==> src/rtl/qlearn_pkg.sv <==
// rtl/qlearn_pkg.sv - shared Q-learning types, widths and address packing
//
// Purpose: common definitions for the Q-table update pipeline and the policy
// reader: table geometry, action encoding, reader FSM states and the
// {state, action} address packing used by both sides of the table.
// Ports: none (package).

package qlearn_pkg;

   localparam int STATE_BITS  = 6;
   localparam int ACTION_BITS = 2;
   localparam int ADDR_BITS   = STATE_BITS + ACTION_BITS;

   typedef enum logic [ACTION_BITS-1:0] {
      ACT_LEFT  = 2'd0,
      ACT_UP    = 2'd1,
      ACT_RIGHT = 2'd2,
      ACT_DOWN  = 2'd3
   } action_t;

   typedef enum logic [2:0] {
      RD_IDLE,
      RD_READ,
      RD_LAST,
      RD_OUT,
      RD_FIN
   } rd_state_t;

   function automatic logic [ADDR_BITS-1:0] pack_addr(
      input logic [STATE_BITS-1:0]  s,
      input logic [ACTION_BITS-1:0] a
   );
      return {s, a};
   endfunction

endpackage

==> src/rtl/qmax_argmax.sv <==
// rtl/qmax_argmax.sv - sequential running max / argmax accumulator
//
// Purpose: tracks the largest value seen in a sequence and the index it
// arrived with. init restarts the sequence with the presented value; later
// values replace the best only when strictly greater, so ties keep the
// earliest (lowest) index.
// Ports:
//   clk, rst_n        clock, asynchronous active-low reset
//   init              first element of a new sequence (qualified by en)
//   en                value/idx are valid this cycle
//   value, idx        candidate value and its index
//   best_val, best_idx  registered running maximum and its index

module qmax_argmax #(
   parameter int DATA_WIDTH = 8,
   parameter int IDX_BITS   = 2
) (
   input  logic                  clk,
   input  logic                  rst_n,
   input  logic                  init,
   input  logic                  en,
   input  logic [DATA_WIDTH-1:0] value,
   input  logic [IDX_BITS-1:0]   idx,
   output logic [DATA_WIDTH-1:0] best_val,
   output logic [IDX_BITS-1:0]   best_idx
);

   always_ff @(posedge clk or negedge rst_n) begin
      if (!rst_n) begin
         best_val <= '0;
         best_idx <= '0;
      end else if (en && (init || (value > best_val))) begin
         best_val <= value;
         best_idx <= idx;
      end
   end

endmodule

==> src/rtl/q_policy_reader.sv <==
// rtl/q_policy_reader.sv - Q-table scan producing one greedy-action record per state
//
// Purpose: on start, reads the four action values of every state through a
// one-cycle-latency read port, finds the greedy action and streams
// {state, action, qmax} records over a valid/ready handshake.
// Ports:
//   clk, rst_n                   clock, asynchronous active-low reset
//   start                        begin a scan (sampled only when idle)
//   busy, done                   scan in progress / one-cycle completion pulse
//   mem_rd, mem_addr, mem_rdata  Q-table read port, data one cycle after mem_rd
//   pol_valid, pol_ready         record handshake
//   pol_state, pol_action, pol_qmax  record payload

module q_policy_reader #(
   parameter int ADDR_WIDTH  = 8,
   parameter int DATA_WIDTH  = 8,
   parameter int STATE_BITS  = qlearn_pkg::STATE_BITS,
   parameter int ACTION_BITS = qlearn_pkg::ACTION_BITS
) (
   input  logic                   clk,
   input  logic                   rst_n,
   input  logic                   start,
   output logic                   busy,
   output logic                   done,
   output logic                   mem_rd,
   output logic [ADDR_WIDTH-1:0]  mem_addr,
   input  logic [DATA_WIDTH-1:0]  mem_rdata,
   output logic                   pol_valid,
   input  logic                   pol_ready,
   output logic [STATE_BITS-1:0]  pol_state,
   output logic [ACTION_BITS-1:0] pol_action,
   output logic [DATA_WIDTH-1:0]  pol_qmax
);

   localparam logic [ACTION_BITS-1:0] A_ONE = 1;

   qlearn_pkg::rd_state_t st;

   logic [STATE_BITS-1:0]  s;       // state being scanned
   logic [ACTION_BITS-1:0] a;       // next action to issue; 0 means all four issued
   logic                   rvalid;  // mem_rdata holds data for the previous read
   logic [ACTION_BITS-1:0] ridx;    // action index of that returning data

   // The state counter is only advanced after a record is accepted, so it
   // doubles as the record's state field.
   assign pol_state = s;

   // The accumulator registers are the action/qmax outputs: they settle with
   // the LAST compare, exactly when pol_valid rises, and hold through OUT
   // because no read data is qualified there.
   qmax_argmax #(
      .DATA_WIDTH (DATA_WIDTH),
      .IDX_BITS   (ACTION_BITS)
   ) u_argmax (
      .clk      (clk),
      .rst_n    (rst_n),
      .init     (ridx == '0),
      .en       (rvalid),
      .value    (mem_rdata),
      .idx      (ridx),
      .best_val (pol_qmax),
      .best_idx (pol_action)
   );

   always_ff @(posedge clk or negedge rst_n) begin
      if (!rst_n) begin
         st        <= qlearn_pkg::RD_IDLE;
         s         <= '0;
         a         <= '0;
         busy      <= 1'b0;
         done      <= 1'b0;
         mem_rd    <= 1'b0;
         mem_addr  <= '0;
         pol_valid <= 1'b0;
         rvalid    <= 1'b0;
         ridx      <= '0;
      end else begin
         rvalid <= mem_rd;
         ridx   <= mem_addr[ACTION_BITS-1:0];
         done   <= 1'b0;
         case (st)
            qlearn_pkg::RD_IDLE: begin
               if (start) begin
                  st       <= qlearn_pkg::RD_READ;
                  busy     <= 1'b1;
                  s        <= '0;
                  a        <= A_ONE;
                  mem_rd   <= 1'b1;
                  mem_addr <= qlearn_pkg::pack_addr('0, '0);
               end
            end
            qlearn_pkg::RD_READ: begin
               if (a == '0) begin
                  mem_rd <= 1'b0;
                  st     <= qlearn_pkg::RD_LAST;
               end else begin
                  mem_addr <= qlearn_pkg::pack_addr(s, a);
                  a        <= a + 1'b1;
               end
            end
            qlearn_pkg::RD_LAST: begin
               pol_valid <= 1'b1;
               st        <= qlearn_pkg::RD_OUT;
            end
            qlearn_pkg::RD_OUT: begin
               if (pol_ready) begin
                  pol_valid <= 1'b0;
                  if (s == '1) begin
                     done <= 1'b1;
                     st   <= qlearn_pkg::RD_FIN;
                  end else begin
                     s        <= s + 1'b1;
                     a        <= A_ONE;
                     mem_rd   <= 1'b1;
                     mem_addr <= qlearn_pkg::pack_addr(s + 1'b1, '0);
                     st       <= qlearn_pkg::RD_READ;
                  end
               end
            end
            qlearn_pkg::RD_FIN: begin
               busy <= 1'b0;
               st   <= qlearn_pkg::RD_IDLE;
            end
            default: st <= qlearn_pkg::RD_IDLE;
         endcase
      end
   end

endmodule
==> config.mk <==
export PLATFORM = sky130hd
export DESIGN_NAME = q_policy_reader
export DESIGN_NICKNAME = d
export VERILOG_FILES = /design/src/rtl/qlearn_pkg.sv /design/src/rtl/qmax_argmax.sv /design/src/rtl/q_policy_reader.sv
export SDC_FILE = /design/constraint.sdc
export NUM_CORES = 1
export LEC_CHECK = 0
export BUFFER_PORTS_ARGS = -buffer_cell sky130_fd_sc_hd__buf_4
export CAP_MARGIN = 0
export CORE_MARGIN = 5
export CORE_UTILIZATION = 35
export DETAILED_ROUTE_END_ITERATION = 7
export HOLD_SLACK_MARGIN = 0.02
export PLACE_DENSITY = 0.58
export SLEW_MARGIN = 25
export SYNTH_ARGS = -nofsm -noshare
export SYNTH_HDL_FRONTEND = slang
export SYNTH_SLANG_ARGS = --single-unit
==> constraint.sdc <==
create_clock -name clk -period 1.8 [get_ports clk]
set_input_delay 0.18 -clock clk [delete_from_list [all_inputs] [get_ports clk]]
set_output_delay 0.18 -clock clk [all_outputs]
set_load 0.02 [all_outputs]
Yosys cells after proc, flatten, opt, wreduce, memory -nomap -nowiden
Cells that the tools add are included.
{ "op_classes": {"eq_ne": 10, "reduce_logical": 15, "n_lt_le_gt_ge": 1, "n_addsub": 2, "muxes": 30} }
{ "ops": {"columns": ["operator", "n"], "rows": [
  ["$mux W8", 4],
  ["$pmux W8 S3", 1],
  ["$mux W6", 3],
  ["$mux W3", 4],
  ["$pmux W3 S4", 1],
  ["$pmux W6 S2", 1],
  ["$ne A2 B2 Y1 const B", 5],
  ["$reduce_and A5 Y1", 2],
  ["$gt A8 B8 Y1", 1],
  ["$mux W1", 8],
  ["$mux W2", 4],
  ["$add A6 B1 Y6 const B", 1],
  ["$eq A3 B2 Y1 const B", 2],
  ["$eq A6 B6 Y1 const B", 1],
  ["$pmux W2 S3", 1],
  ["$reduce_bool A2 Y1", 3],
  ["$logic_not A2 Y1", 2],
  ["$pmux W1 S2", 2],
  ["$reduce_and A2 Y1", 2],
  ["$reduce_and A4 Y1", 1],
  ["$eq A3 B1 Y1 const B", 1],
  ["$eq A3 B3 Y1 const B", 1],
  ["$logic_not A3 Y1", 1],
  ["$pmux W1 S3", 1],
  ["5 further kinds", 5]
]} }
{ "word_totals": {"elab_cells": 70, "output_inout_bits": 28, "ff_bits": 36, "input_bits": 12} }

Longest topological paths before layout
Gate-level depths: netlist (run 1).
{ "logic_depth": {"depth_word": 4, "ltp_mapped": 8} }

Hierarchy
From an unflattened synthesis (run 1), not the netlist that was laid out.
{ "unflattened": {"cells_unflattened": 178, "area_unflattened_um2": 1910.6} }
{ "by_module_without_submodules": {"columns": ["module", "area_per_inst_um2", "cells_per_inst", "instances"], "rows": [
  ["q_policy_reader", 1317.5, 127, 1],
  ["qmax_argmax", 593.1, 51, 1]
]} }

Least setup slack after synthesis (run 1)
No wires, ideal clock.
{ "synth_timing": {"path_kind": "reg2reg", "from": "register u_argmax.best_val[7]", "to": "register u_argmax.best_val[0]", "setup_ps": 126, "arrival_ps": 1919, "path_stages_with_launch": 9, "path_buffers": 1, "path_slack_ps": -245, "path_cell_list": "dfrtp_1 > inv_1 > ha_1 > a41o_1 > a21oi_2 > nor3b_1 > a31o_1 > buf_6 > a221o_1"} }
{ "synth_between": {"elab_chain_len": 3} }
{ "synth_rtl": {"columns": ["element", "line_no", "source"], "rows": [
  ["from (decl)", "qmax_argmax.sv:24", "output logic [DATA_WIDTH-1:0] best_val,"],
  ["from (signal assigned)", "qmax_argmax.sv:33", "best_val <= value;"],
  ["$gt A8 B8 Y1", "qmax_argmax.sv:32", "end else if (en && (init || (value > best_val))) begin"],
  ["$logic_or A1 B1 Y1", "qmax_argmax.sv:32", null],
  ["$logic_and A1 B1 Y1", "qmax_argmax.sv:32", null]
]} }
Every way passes these cells.
A chain may end at the register's enable or synchronous reset.

Worst setup path after layout (run 1)
{ "layout_timing": {"from": "register u_argmax.best_val[2]", "to": "register u_argmax.best_val[4]"} }
The elaborated chain is that of the path after synthesis.

==> flow_summary.json, run 1 <==
{
  "slew_violations": 0,
  "stdcell_count": 336,
  "fin_crit_ps": 1860,
  "cp_num_buf_inv": 2,
  "hpwlAfterDp_um": 3380,
  "required_ps": 2020,
  "path_depth": 7,
  "netlist_area_um2": 1940,
  "hp-class": "in -> reg",
  "diodes": 0,
  "synth_edf_count": 0,
  "crit_family": "compound AO/OA/AOI/OAI gates",
  "rr_worst_depth": 7,
  "syn_inst": 191,
  "cap_viol_max_count": 0,
  "max-vdd-ir-drop_mv": 0.559,
  "dpl.cell_count": 322,
  "placed_area_um2": 2550,
  "initial_core_util": 0.357,
  "cts-root-buf": "clkbuf_8",
  "fmax_mhz": 536,
  "arrival_ps": 2090,
  "cts_tree": "yes",
  "final_core_util": 0.509,
  "r2r_start": "u_argmax.best_val[2]",
  "period_share": 1.04,
  "yosysUniqueCellTypes": 44,
  "drc": 0,
  "grt_use_total": 0.141,
  "crit_chain": "inv_1 > ha_4 > nand4_1 > buf_4 > o31ai_4 > a22o_1 > a221o_1",
  "async_flop_share": 1.00,
  "worst-setup-path-type": "reg -> reg",
  "nets": 285,
  "p_per_area_nw_per_um2": 1750,
  "syn2layout_area_growth_pct": 42.4,
  "worst_slew_pin_slew_ps": 549,
  "die_h_um": 84.5,
  "clk_pin_slew_ps": 80,
  "violations": "setup timing",
  "grt_pass1_wl_um": 8200,
  "synth_top_area_share": 0.464,
  "status": "finished with violations",
  "fill_cells": 493,
  "synth-seq-cells": 36,
  "antenna_found_initial": 0,
  "layout-drive-gt1-share": 0.420,
  "drtIter0Drc": 98,
  "routed_wirelength_um": 4800,
  "syn_nets": 213,
  "core-area_um2": 5440,
  "regArea_um2": 912,
  "grt_overflow": 0,
  "row_count": 27,
  "cts.path.max_buffers": 2,
  "hold_path_startpoint": "mem_rdata[0]",
  "stdcell_area_um2": 2770,
  "place.gp.congestion": 0.744,
  "ioPinCount": 40,
  "crit_path_start": "u_argmax.best_val[2]",
  "timing.hold.ws_ps": 147,
  "die_w_um": 84.5,
  "cp_max_fo": 8,
  "avgSynthCellArea_um2": 10.2,
  "wl_per_cell_um": 14.3,
  "rsz0062_at_grt": "yes",
  "hold_violations": 0,
  "drt_pass1_iterations": 6,
  "ys_seq_area_frac": 0.464,
  "numCtsBuffers": 5,
  "cpPeakStageDelay_ps": 410,
  "yosysWarnings": 0,
  "ys.flop_type": "dfrtp_1",
  "clock_sinks": 36,
  "yosys-top-cells-area": "dfrtp_1, ha_1, a22o_1, a221o_1, nand2_1",
  "hold_path_depth": 2,
  "io_buffers": 39,
  "ctsHtreeMaxLevel": 2,
  "multi_input_area_um2": 1070,
  "dieArea_um2": 7140,
  "crit_path_end_kind": "flop",
  "slowest_stage": "o31ai_4",
  "vias": 1710,
  "yosysTopAreaCell": "dfrtp_1",
  "cp-start-kind": "flop",
  "via_per_inst": 5.09,
  "slew_headroom": 0.631,
  "fin_ws_ps": -64.6,
  "place_ws_ps": -137,
  "clock_latency_ps": 290,
  "p_leak_nw": 1.28,
  "fin_skew_ps": 3.52,
  "grt_pass1_vias": 1743,
  "grt_max_degree": 37,
  "setup_viol": 8,
  "drtAntennaViolNets": 0
}
[metrics by stage]
| stage | total power, mW | setup TNS (ps) |
|---|---|---|
| 3_5_place_dp | 4.03 | -1200 |
| 4_1_cts | 4.70 | -558 |
| 2_1_floorplan | 3.01 | -693 |
| 6_report | 4.85 | -336 |
| 5_1_grt | 5.25 | -1080 |
| 3_3_place_gp | 4.01 | -1370 |
[logic make-up (layout without fill, tap and decap cells)]
kind of cell	count (synthesis)	in the layout	synth area share
AO/OA/AOI/OAI	62	63	0.237
AND/OR/NAND/NOR	55	55	0.142
flip-flops	36	36	0.464
buffers and inverters	20	92	0.0541
adder cells (fa/ha/maj)	10	10	0.0644
XOR/XNOR	5	5	0.0225
multiplexers	3	3	0.0161
[per-layer routing]
layer | up-vias | routed length, um | track usage | part of all wire
li1 | 856 | - | - | -
met1 | 816 | 2190 | 0.179 | 0.46
met2 | 34 | 2310 | 0.231 | 0.48
met3 | 4 | 249 | 0.0432 | 0.052
met4 | 0 | 48 | 0.0388 | 0.010
met5 | - | 0 | 0 | 0
[cell usage in the layout, fill, tap and decap left out, types with 2 or more instances in the layout]
cell      instances
buf_4            67
dfrtp_2           9
a22o_1           11
ha_1              4
nor2_1            9
nand3_1           4
clkbuf_8          5
a21oi_2           2
a221o_1           8
inv_1             9
o21ai_0          13
buf_6             2
dfrtp_1          27
o21a_1            2
and3_1            2
nand2b_1          4
ha_4              6
inv_2             4
nand4_1           3
nor3_1            3
mux2i_1           2
nand2_1          19
clkinv_2          2
a21oi_1           9
o31ai_1           7
xor2_1            4
[cell usage after synthesis, types with 2 or more instances]
| cell type | instances |
|---|---|
| buf_6 | 3 |
| a221o_1 | 8 |
| nor3_1 | 3 |
| nand2_1 | 19 |
| ha_1 | 10 |
| o31ai_1 | 7 |
| a22o_1 | 11 |
| xor2_1 | 4 |
| nand3_1 | 5 |
| buf_4 | 2 |
| and3_1 | 2 |
| a21oi_1 | 10 |
| nor2b_1 | 2 |
| nand4_1 | 3 |
| mux2i_1 | 2 |
| o21a_1 | 2 |
| inv_1 | 13 |
| o21ai_0 | 13 |
| nor2_1 | 9 |
| dfrtp_1 | 36 |
| nand2b_1 | 4 |
[final timing paths]
| kind | end | slack, ps |
|---|---|---|
| max in group asynchronous | st[0] | 1070 |
| min in group asynchronous | mem_addr[2] | 390 |
| setup / recovery | u_argmax.best_val[4] | -60 |
| hold reg to reg | ridx[1] | 410 |
| hold / removal | u_argmax.best_val[0] | 150 |
| setup reg to reg | u_argmax.best_val[4] | -60 |
[power by group]
part           internal (mW)  switching [mW]  total, mW
Combinational           1.49            1.44       2.93
Clock                  0.270           0.301      0.571
Sequential              1.10           0.250       1.35
[what timing repair did]
action / 4_1_cts / 5_1_grt
pin swaps: 3 / 12
setup endpoints to repair: 10 / 12
gates resized for setup: 3 / 10
hold buffers: 1 / 0
buffers inserted: 1 / 3
cloned: 1 / 0
endpoints found under the hold margin: 36 / 0
[flip-flops by register name, indices dropped and copies added, names as in the netlist]
name,cells
busy,1
mem_addr,8
mem_rd,1
u_argmax.best_idx,2
ridx,2
pol_valid,1
a,2
done,1
rvalid,1
pol_state,6
st,3
u_argmax.best_val,8
[layout make-up]
| cell class | instances | share of cell area |
|---|---|---|
| inverters | 13 | 0.0176 |
| clock buffers | 5 | 0.0249 |
| flip-flops and latches | 36 | 0.330 |
| clock inverters | 3 | 0.00678 |
| multi-input cells | 136 | 0.388 |
| repair buffers | 71 | 0.201 |
| well taps | 72 | 0.0326 |
Power figures use the tool's default switching activity.
==> run 2, diff against run 1 <==
Settings changed: SYNTH_HIERARCHICAL set to 1.
==> run 2 against run 1 <==
  * The flow still finishes with violations (setup timing)
  * Via count decreased by 12%
  * First-iteration DRC count shrank 63%
  * Synthesized cell count decreased by 6.8%
  * Largest power group unchanged
  * Cell count decreased by 5.4%
  * Register-to-register slack worse by 110 ps
==> flow_summary.json, run 2 <==
{
  "status": "finished with violations",
  "violations": "setup timing",
  "hold_violations": 0,
  "yosysTopAreaCell": "dfrtp_1",
  "dr_wl_met3_um": 243,
  "routedLengthMet1_um": 1950,
  "cts-root-buf": "clkbuf_8",
  "placed_area_um2": 2500,
  "fin_ws_ps": -170,
  "setup_viol": 10,
  "netlist_area_um2": 1910,
  "nets": 267,
  "cp_max_fo": 6,
  "die_w_um": 83.9,
  "place.gp.congestion": 0.797,
  "drc": 0,
  "row_count": 27,
  "slowest_stage": "or4_4",
  "p_int_mw": 2.94,
  "antenna_found_initial": 0,
  "yosys-top-cells-area": "dfrtp_1, ha_1, mux2_2, mux2_4, inv_1",
  "drt_pass1_iterations": 4,
  "die_h_um": 83.9,
  "clk_pin_slew_ps": 80,
  "netSwitchingPower_mw": 1.80,
  "routed_wirelength_um": 4170,
  "io_buffers": 39,
  "clock_latency_ps": 290,
  "regToRegSetupSlack_ps": -170,
  "yosysWarnings": 6,
  "hold_path_startpoint": "mem_rdata[2]",
  "diodes": 0,
  "hpwlAfterDp_um": 3130,
  "place_ws_ps": -302,
  "vias": 1507,
  "worst-setup-path-type": "reg -> reg",
  "seqPwrFrac": 0.281,
  "hp-class": "in -> reg",
  "most-common-layout-cells": "buf_4, dfrtp_1, inv_1, mux2_4, nor2_1",
  "core-area_um2": 5410,
  "grt_pass1_vias": 1537,
  "period_share": 1.09,
  "drtIter0Drc": 36,
  "cap_viol_max_count": 0,
  "fin_crit_ps": 1970,
  "dr_wl_met2_um": 1940,
  "initial_core_util": 0.353,
  "numCtsBuffers": 5,
  "synth_top_area_share": 0.472,
  "ys_seq_area_frac": 0.472,
  "pwr-share-clk": 0.150,
  "syn_inst": 178,
  "arrival_ps": 2140,
  "clock_sinks": 36,
  "top_layer_used": "met4",
  "grt_max_degree": 37,
  "via_per_inst": 4.74,
  "combPwrFrac": 0.568,
  "multi_input_area_um2": 993,
  "avgSynthCellArea_um2": 10.7,
  "grt_use_total": 0.128,
  "p_leak_nw": 1.29,
  "slew_violations": 0,
  "fmax_mhz": 508,
  "async_flop_share": 1.00,
  "rr_worst_depth": 7,
  "ys.flop_type": "dfrtp_1",
  "synth_most_common_cell": "dfrtp_1",
  "worst_slew_pin_slew_ps": 464,
  "hold_path_end": "u_argmax/best_val[2]",
  "crit_chain": "inv_2 > ha_4 > nand4_1 > or4_4 > o311ai_4 > buf_6 > mux2_4",
  "stdcell_count": 318,
  "hold_path_depth": 2,
  "wl_per_cell_um": 13.1,
  "required_ps": 1970,
  "crit_path_end_kind": "flop",
  "dieArea_um2": 7040,
  "ctsHtreeMaxLevel": 2,
  "grt_overflow": 0,
  "layout-drive-gt1-share": 0.467,
  "drtAntennaViolNets": 0,
  "cts_tree": "yes",
  "syn_nets": 200,
  "cts.path.max_buffers": 2,
  "stdcell_area_um2": 2700,
  "synth-seq-cells": 36,
  "r2r_start": "u_argmax/best_val[4]",
  "mostFrequentLayoutCell": "buf_4",
  "ioPinCount": 40,
  "grt_pass1_wl_um": 7280,
  "crit_path_start": "u_argmax/best_val[4]",
  "syn2layout_area_growth_pct": 41.2,
  "timing.rr.end": "u_argmax/best_val[3]",
  "rsz0062_at_grt": "yes",
  "fin_skew_ps": 8.29,
  "cpPeakStageDelay_ps": 460,
  "yosysUniqueCellTypes": 36,
  "max-vdd-ir-drop_mv": 0.877,
  "p_per_area_nw_per_um2": 1750,
  "fill_cells": 506,
  "slew_headroom": 0.691,
  "p_sw_frac": 0.380,
  "regArea_um2": 911,
  "synthTopCellsByCount": "dfrtp_1, inv_1, nor2_1",
  "dpl.cell_count": 307,
  "cp-start-kind": "flop",
  "synth_edf_count": 0
}
==> run 2: cell count changes after synthesis, moves of 6 or more <==
cell,change
nand2_1,-6
mux2_2,+9
a22o_1,-11
inv_1,+6
a221o_1,-8
o31ai_1,-7
==> run 2: power by group through the flow <==
stage | logic [mW] | registers [mW] | clock network [mW]
floorplan | 1.40 | 1.59 | 0
global placement | 2.56 | 1.33 | 0
detailed placement | 2.58 | 1.34 | 0
CTS | 2.73 | 1.34 | 0.737
global route | 2.94 | 1.38 | 0.783
finish | 2.69 | 1.33 | 0.712
==> run 2: timing repair <==
item | CTS | global route
hold buffers | 1 | 0
hold endpoints to repair | 36 | 0
resized for setup | 9 | 1
setup endpoints to repair | 10 | 18
buffers inserted | 2 | 0
pin swaps | 2 | 1
==> run 2: worst max-delay path: cells and delay by family (launching register included) <==
kind,cells,cell delay [ps]
fa+ha+maj,1,240
compound gates,1,110
buf+inv,2,240
simple gates,2,600
mux,1,300
flops,1,380
==> run 2: kinds of logic (layout without fill, tap and decap cells) <==
family	Yosys count	count (layout)	synth area share
XOR/XNOR	4	4	0.0183
AND/OR/NAND/NOR	46	46	0.127
adder cells (fa/ha/maj)	10	10	0.0655
multiplexers	22	22	0.135
AO/OA/AOI/OAI	33	33	0.117
buffers and inverters	27	95	0.0655
flip-flops	36	36	0.472
==> run 2: worst max-delay path by stage <==
stage and endpoint:
6_report u_argmax/best_val[3], 5_1_grt u_argmax/best_val[1], 4_1_cts u_argmax/best_val[3], 3_5_place_dp u_argmax/best_idx[1]
3_3_place_gp u_argmax/best_val[5], 2_1_floorplan u_argmax/best_val[1]
==> run 2: layout make-up <==
class / instances / share of cell area
multi-input combinational: 115 / 0.368
sequential: 36 / 0.338
timing repair buffer: 68 / 0.193
tap: 72 / 0.0334
inverter: 19 / 0.0264
clock buffer: 5 / 0.0255
clock inverter: 3 / 0.0158
==> run 2: per-layer routing <==
layer | GRT usage | vias up
li1 | - | 753
met1 | 0.166 | 714
met2 | 0.200 | 36
met3 | 0.0444 | 4
met4 | 0.0424 | 0
met5 | 0 | -
==> run 2: per-stage QoR <==
step	util	total power, mW	hold slack [ps]	TNS (ps)
after floorplan	-	2.99	-116	-2110
after global placement	0.463	3.89	178	-2840
after detailed placement	0.463	3.92	177	-3000
after CTS	0.499	4.80	124	-1640
after global routing	0.499	5.09	123	-2360
final	0.499	4.73	132	-1600
